File: src/rtl/adpcm_pkg.sv
// Shared constants and types for the G.726 ADPCM float/delay datapath.
package adpcm_pkg;

  localparam int SR_W   = 16;
  localparam int MAG_W  = 15;
  localparam int EXP_W  = 4;
  localparam int MANT_W = 6;
  localparam int FLT_W  = 11;

  // Delay-line home value: +0 with exponent 0 and mantissa 32
  localparam logic [FLT_W-1:0] INIT_VAL = 11'h020;

  // Mantissa used when the magnitude is zero
  localparam logic [MANT_W-1:0] ZERO_MANT = 6'd32;

  typedef enum logic [1:0] {
    IDLE = 2'd0,
    NORM = 2'd1,
    DONE = 2'd2
  } state_t;

  // Pack sign, exponent and mantissa into the 11-bit float word
  function automatic logic [FLT_W-1:0] pack_float(input logic sign,
                                                  input logic [EXP_W-1:0] exp,
                                                  input logic [MANT_W-1:0] mant);
    return {sign, exp, mant};
  endfunction

endpackage

File: src/rtl/sr_mag_norm.sv
// Iterative shift-normaliser: shifts the magnitude left one bit per cycle
// until its top bit is set (or it is zero), tracking the exponent as it goes.
module sr_mag_norm
  import adpcm_pkg::*;
(
  input  logic               clk,
  input  logic               reset,
  input  logic               clear,
  input  logic               start,
  input  logic               step,
  input  logic [MAG_W-1:0]   mag,
  output logic [EXP_W-1:0]   exp,
  output logic [MANT_W-1:0]  mant,
  output logic               zero,
  output logic               done
);

  logic [MAG_W-1:0] m_q;
  logic [EXP_W-1:0] exp_q;

  // Load a fresh magnitude at exponent 15, or shift one place per step
  always_ff @(posedge clk) begin
    if (reset || clear) begin
      m_q   <= '0;
      exp_q <= '0;
    end else if (start) begin
      m_q   <= mag;
      exp_q <= 4'd15;
    end else if (step) begin
      m_q   <= m_q << 1;
      exp_q <= exp_q - 4'd1;
    end
  end

  assign zero = (m_q == '0);
  assign done = zero || m_q[MAG_W-1];
  assign exp  = exp_q;
  assign mant = m_q[MAG_W-1 -: MANT_W];

endmodule

File: src/rtl/sr_float_delay.sv
// Converts reconstructed signal SR to 11-bit float SR0 and keeps the
// two-deep SR1/SR2 delay line feeding the pole predictor.
module sr_float_delay
  import adpcm_pkg::*;
(
  input  logic              clk,
  input  logic              reset,
  input  logic              scan_in0,
  input  logic              scan_in1,
  input  logic              scan_in2,
  input  logic              scan_in3,
  input  logic              scan_in4,
  input  logic              scan_enable,
  input  logic              test_mode,
  output logic              scan_out0,
  output logic              scan_out1,
  output logic              scan_out2,
  output logic              scan_out3,
  output logic              scan_out4,
  input  logic              init,
  input  logic              sr_valid,
  output logic              sr_ready,
  input  logic [SR_W-1:0]   sr,
  output logic [FLT_W-1:0]  sr1,
  output logic [FLT_W-1:0]  sr2,
  output logic              out_valid
);

  state_t              state_q, state_d;
  logic                srs_q;
  logic [FLT_W-1:0]    sr1_q, sr2_q;
  logic                out_valid_q, sr_ready_q;

  logic                accept, step, commit;
  logic [MAG_W-1:0]    sr_neg, mag;
  logic [EXP_W-1:0]    norm_exp;
  logic [MANT_W-1:0]   norm_mant;
  logic                norm_zero, norm_done;
  logic [FLT_W-1:0]    sr0;
  logic                unused_dft;

  // Scan chain is stitched in after synthesis; RTL only ties it off
  assign unused_dft = ^{scan_in0, scan_in1, scan_in2, scan_in3, scan_in4,
                        scan_enable, test_mode};
  assign scan_out0 = 1'b0;
  assign scan_out1 = 1'b0;
  assign scan_out2 = 1'b0;
  assign scan_out3 = 1'b0;
  assign scan_out4 = 1'b0;

  // Low 15 bits of -sr; 16'h8000 therefore maps to magnitude 0
  assign sr_neg = ~sr[MAG_W-1:0] + 15'd1;
  assign mag    = sr[SR_W-1] ? sr_neg : sr[MAG_W-1:0];

  sr_mag_norm u_norm (
    .clk   (clk),
    .reset (reset),
    .clear (init),
    .start (accept),
    .step  (step),
    .mag   (mag),
    .exp   (norm_exp),
    .mant  (norm_mant),
    .zero  (norm_zero),
    .done  (norm_done)
  );

  assign sr0 = norm_zero ? pack_float(srs_q, 4'd0, ZERO_MANT)
                         : pack_float(srs_q, norm_exp, norm_mant);

  // Handshake and normaliser sequencing
  always_comb begin
    state_d = state_q;
    accept  = 1'b0;
    step    = 1'b0;
    commit  = 1'b0;
    case (state_q)
      IDLE: begin
        if (sr_valid && sr_ready_q) begin
          accept  = 1'b1;
          state_d = NORM;
        end
      end
      NORM: begin
        if (norm_done) begin
          commit  = 1'b1;
          state_d = DONE;
        end else begin
          step = 1'b1;
        end
      end
      DONE: state_d = IDLE;
      default: state_d = IDLE;
    endcase
  end

  // State, sign latch, delay line and registered handshake outputs
  always_ff @(posedge clk) begin
    if (reset || init) begin
      state_q     <= IDLE;
      srs_q       <= 1'b0;
      sr1_q       <= INIT_VAL;
      sr2_q       <= INIT_VAL;
      out_valid_q <= 1'b0;
      sr_ready_q  <= 1'b1;
    end else begin
      state_q     <= state_d;
      out_valid_q <= (state_d == DONE);
      sr_ready_q  <= (state_d == IDLE);
      if (accept) begin
        srs_q <= sr[SR_W-1];
      end
      if (commit) begin
        sr2_q <= sr1_q;
        sr1_q <= sr0;
      end
    end
  end

  assign sr1       = sr1_q;
  assign sr2       = sr2_q;
  assign out_valid = out_valid_q;
  assign sr_ready  = sr_ready_q;

endmodule

File: config.mk
export PLATFORM = sky130hd
export DESIGN_NAME = sr_float_delay
export DESIGN_NICKNAME = d
export VERILOG_FILES = /design/src/rtl/adpcm_pkg.sv /design/src/rtl/sr_mag_norm.sv /design/src/rtl/sr_float_delay.sv
export SDC_FILE = /design/constraint.sdc
export NUM_CORES = 1
export LEC_CHECK = 0
export ABC_AREA = 1
export BUFFER_PORTS_ARGS = -buffer_cell sky130_fd_sc_hd__clkbuf_2
export CORE_UTILIZATION = 53
export DETAILED_ROUTE_END_ITERATION = 7
export PLACE_DENSITY_LB_ADDON = 0.08
export SLEW_MARGIN = 10
export SYNTH_ARGS = -nofsm -noshare
export SYNTH_HDL_FRONTEND = slang
export SYNTH_SLANG_ARGS = --single-unit
export TNS_END_PERCENT = 1
File: constraint.sdc
create_clock -name clk -period 1.7 [get_ports clk]
set_clock_uncertainty 0.15 [all_clocks]
set_input_delay 0.085 -clock clk [delete_from_list [all_inputs] [get_ports clk]]
set_output_delay 0.085 -clock clk [all_outputs]
set_load 0.1 [all_outputs]
==> tab_implementation.tex <==
\begin{tabular}{lr}
\hline
Metric & Value \\
\hline
\multicolumn{2}{l}{\textbf{Finish}} \\
Final core area utilization & 66.5\% \\
N\_diodes & 0 \\
Sequential standard cell area & 925 um2 \\
Layout filler cell count & 388 \\
Final Cell Area & 2740 um2 \\
Area delta synth->final & 16.7\% \\
Share of layout cells above drive strength 1 & 23.1\% \\
Area taken by multi-input logic gates & 1190 um2 \\
Final \#Nets & 404 \\
\multicolumn{2}{l}{\textbf{Power}} \\
Clock share of power & 29.0\% \\
VDD IR-drop max & 0.388 mV \\
Total power divided by cell area & 819 nW/um2 \\
Switching share of power & 31.1\% \\
Internal Dissipation & 1.55 mW \\
Logic gate share of total power & 20.7\% \\
Leak & 1.35 nW \\
Net load switching power & 0.696 mW \\
Reg power frac & 50.3\% \\
\multicolumn{2}{l}{\textbf{Critical path}} \\
Worst reg2reg path depth & 9 \\
End of the worst register-to-register path & sr1[3]\$\_SDFFE\_PP0P\_ \\
Number of buffer and inverter stages on the critical path & 1 \\
Max stage delay on crit path & 340 ps \\
FF-to-FF Start & u\_norm.m\_q[11]\$\_SDFFE\_PP0P\_ \\
Cells along the critical path & nor2\_1 > nand2\_1 > nor2\_2 > nand2\_2 > nand2\_1 > nand2\_2 > nor2\_4 > buf\_12 > a22o\_1 \\
Register-to-register setup slack & 140 ps \\
Cell with the largest stage delay on the worst path & sky130\_fd\_sc\_hd\_\_dfxtp\_1 \\
Required time at the endpoint of the critical path & 1790 ps \\
Start-to-end type of the worst setup path & reg -> reg \\
Crit end category & flip-flop \\
Arrival time worst endpoint & 1650 ps \\
CP max FO & 21 \\
CP delay by family, top & simple AND/OR/NAND/NOR gates \\
Startpoint type of the worst setup path & flip-flop \\
\multicolumn{2}{l}{\textbf{GRT}} \\
GR Util All Layers & 22.9\% \\
Number of antenna violations at the first check in global routing & 0 \\
Via count of the first global-routing pass & 1798 \\
Largest net degree at the start of global routing & 22 \\
First-pass GRT wire length & 7910 um \\
Global route total overflow & 0 \\
\multicolumn{2}{l}{\textbf{Logic synthesis}} \\
Cell type with the highest aggregate area in the netlist & sky130\_fd\_sc\_hd\_\_dfxtp\_1 \\
Yosys warning total & 0 \\
\#FFs+latches synth & 46 \\
Largest cells by area after synthesis & sky130\_fd\_sc\_hd\_\_dfxtp\_1 (39\%), sky130\_fd\_sc\_hd\_\_nand2\_1 (16\%), sky130\_fd\_sc\_hd\_\_a22o\_1 (6.0\%) \\
Synthesized instance count & 325 \\
Sequential element share of the synthesized area & 39.3\% \\
Mapped Area & 2340 um2 \\
Avg Inst Size Synth & 7.21 um2 \\
Area share of the leading cell type in the synthesized netlist & 39.3\% \\
Count of different cell masters after synthesis & 33 \\
\multicolumn{2}{l}{\textbf{Clock tree}} \\
H-tree levels & 2 \\
Maximum number of buffers from clock root to sink & 2 \\
Register clock-pin slew on the reported worst setup and hold paths & 80 ps \\
Insertion delay to the later sink of the worst-skew pair & 300 ps \\
TritonCTS buffer count & 5 \\
CTS tree & yes \\
Clk root buf & sky130\_fd\_sc\_hd\_\_clkbuf\_8 \\
Clock sink count & 46 \\
Post CTS Setup Buffer Count & 0 \\
\multicolumn{2}{l}{\textbf{Flow run}} \\
Number of maximum-capacitance constraint violations & 0 \\
\multicolumn{2}{l}{\textbf{Drt}} \\
Routed wirelength normalized by instance count & 11.4 um \\
Drt first-iter violations & 86 \\
DRT antenna net count & 0 \\
Total number of vias & 2139 \\
Length of the first detailed-routing pass in iterations & 4 \\
Via/cell ratio & 5.02 \\
Final Routed Wirelength & 4850 um \\
Residual DRC & 0 \\
\multicolumn{2}{l}{\textbf{STA}} \\
Share of the clock period used by the worst path & 91.6\% \\
RSZ-0062 raised after global routing & false \\
Final number of hold-violating endpoints & 0 \\
Final min period & 1560 ps \\
Achievable Freq & 642 MHz \\
Final Slew Violations & 0 \\
Total setup violations reported at the end of the flow & 0 \\
Final-layout worst hold slack & 20.7 ps \\
Sum of negative setup slack & 0 ps \\
Final WS setup & 143 ps \\
Slew Limit Headroom & 63.7\% \\
Pin slew with the least headroom to its limit & 547 ps \\
\multicolumn{2}{l}{\textbf{Die}} \\
Std cell rows & 23 \\
Height of the die & 68.5 um \\
Area of the die & 4690 um2 \\
Initial core utilization & 57.0\% \\
Top-level port count & 56 \\
Die Wd & 68.5 um \\
Core area & 4120 um2 \\
\multicolumn{2}{l}{\textbf{Placement}} \\
Area after DPL & 2620 um2 \\
Port Buffers & 43 \\
Setup WS pre-CTS & 106 ps \\
RePlAce Congestion & 0.856 \\
Half-perimeter wire length after placement & 3640 um \\
\multicolumn{2}{l}{\textbf{Outcome}} \\
Status & finished clean \\
\multicolumn{2}{l}{\textbf{Min path}} \\
WHS Path Cells & 4 \\
Worst hold start & reset \\
Hold/Removal Path Class & in -> reg \\
Endpoint with the worst hold slack & state\_q[1]\$\_SDFF\_PP0\_ \\
\hline
\end{tabular}
-- worst reg2reg max path: cells and delay by family, from the launching register on --
family          cells  cell delay (ps)
compound gates      1              150
buf+inv             1              170
flops               1              340
simple gates        7              700
-- repair_timing --
item,in CTS,in global routing
resized for setup,0,6
hold buffers,1,0
setup endpoints to repair,0,21
endpoints found under the hold margin,1,0
-- power by group through the flow --
| stage | sequential (mW) | combinational [mW] | clock, mW |
|---|---|---|---|
| 2_1_floorplan | 1.17 | 0.339 | 0 |
| 3_3_place_gp | 1.15 | 0.447 | 0 |
| 3_5_place_dp | 1.15 | 0.454 | 0 |
| 4_1_cts | 1.13 | 0.457 | 0.676 |
| 5_1_grt | 1.13 | 0.518 | 0.714 |
| 6_report | 1.13 | 0.464 | 0.650 |
-- flip-flops by register name, indices dropped and copies added (netlist names) --
| register | cells |
|---|---|
| sr2 | 11 |
| srs_q | 1 |
| state_q | 2 |
| sr1 | 11 |
| out_valid | 1 |
| sr_ready | 1 |
| u_norm.exp | 4 |
| u_norm.m_q | 15 |
-- through the flow --
step	cells	power, mW
2_1_floorplan	329	1.51
3_3_place_gp	417	1.60
3_5_place_dp	417	1.61
4_1_cts	426	2.26
5_1_grt	426	2.36
6_report	426	2.24
-- final cells by class --
| cell class | instances | area share [%] |
|---|---|---|
| well taps | 50 | 2.29 |
| repair buffers | 55 | 12.2 |
| clock buffers | 6 | 2.65 |
| inverters | 33 | 5.17 |
| clock inverters | 2 | 0.503 |
| multi-input cells | 234 | 43.4 |
| flip-flops and latches | 46 | 33.8 |
-- worst max path at each step --
| stage | slack [ps] | start | depth (start not counted) | endpoint |
|---|---|---|---|---|
| final | 140 | u_norm.m_q[11]$_SDFFE_PP0P_ | 9 | sr1[3]$_SDFFE_PP0P_ |
| after global routing | 2 | u_norm.m_q[6]$_SDFFE_PP0P_ | 10 | sr1[6]$_SDFFE_PP0P_ |
| after CTS | 80 | u_norm.m_q[11]$_SDFFE_PP0P_ | 9 | sr1[3]$_SDFFE_PP0P_ |
| after detailed placement | 110 | u_norm.m_q[11]$_SDFFE_PP0P_ | 9 | sr1[4]$_SDFFE_PP0P_ |
| after global placement | 120 | u_norm.m_q[6]$_SDFFE_PP0P_ | 9 | sr2[10]$_SDFFE_PP0P_ |
| after floorplan | -30 | sr_ready$_SDFF_PP1_ | 8 | u_norm.m_q[11]$_SDFFE_PP0P_ |
-- synthesized netlist by cell type, drive strengths merged --
library cell	number
a211oi	1
a21oi	15
a22o	16
a31oi	1
buf	15
clkbuf	1
conb	1
dfxtp	46
ha	2
inv	33
nand2	108
nand3	25
nand3b	3
nand4	4
nor2	33
nor3	2
o21ai	15
o22ai	1
xor2	3
-- cells in the final DEF, fill, tap and decap left out, types with 2 or more instances in the layout --
cell and instances:
sky130_fd_sc_hd__nand2_1 99, sky130_fd_sc_hd__dfxtp_1 45, sky130_fd_sc_hd__clkbuf_2 43, sky130_fd_sc_hd__nor2_1 31, sky130_fd_sc_hd__inv_1 28, sky130_fd_sc_hd__nand3_1 24, sky130_fd_sc_hd__a22o_1 16, sky130_fd_sc_hd__o21ai_0 14
sky130_fd_sc_hd__a21oi_1 9, sky130_fd_sc_hd__buf_4 9, sky130_fd_sc_hd__nand2_2 8, sky130_fd_sc_hd__a21oi_2 6, sky130_fd_sc_hd__conb_1 5, sky130_fd_sc_hd__clkbuf_8 5, sky130_fd_sc_hd__nand4_1 4, sky130_fd_sc_hd__xor2_1 3
sky130_fd_sc_hd__nand3b_1 3, sky130_fd_sc_hd__inv_2 2, sky130_fd_sc_hd__inv_4 2, sky130_fd_sc_hd__ha_1 2, sky130_fd_sc_hd__buf_12 2
-- per-layer routing --
metal  global-route usage, %  wire length, um
met5                       0                0
met4                    7.81               58
met3                    4.93              197
met2                    38.1             2290
met1                    29.1             2310
-- logic make-up (layout without fill, tap and decap cells) --
family | Yosys count | in the layout | share of synthesized area, %
AOI/OAI and AO/OA | 49 | 49 | 14.4
DFF | 46 | 46 | 39.3
adders and majority gates | 2 | 2 | 1.07
buffers and inverters | 49 | 96 | 11.0
and+or+nand+nor | 175 | 175 | 33.0
xor gates and xnor gates | 3 | 3 | 1.12
other | 1 | 5 | 0.160
(Power assumes the default switching activity.)
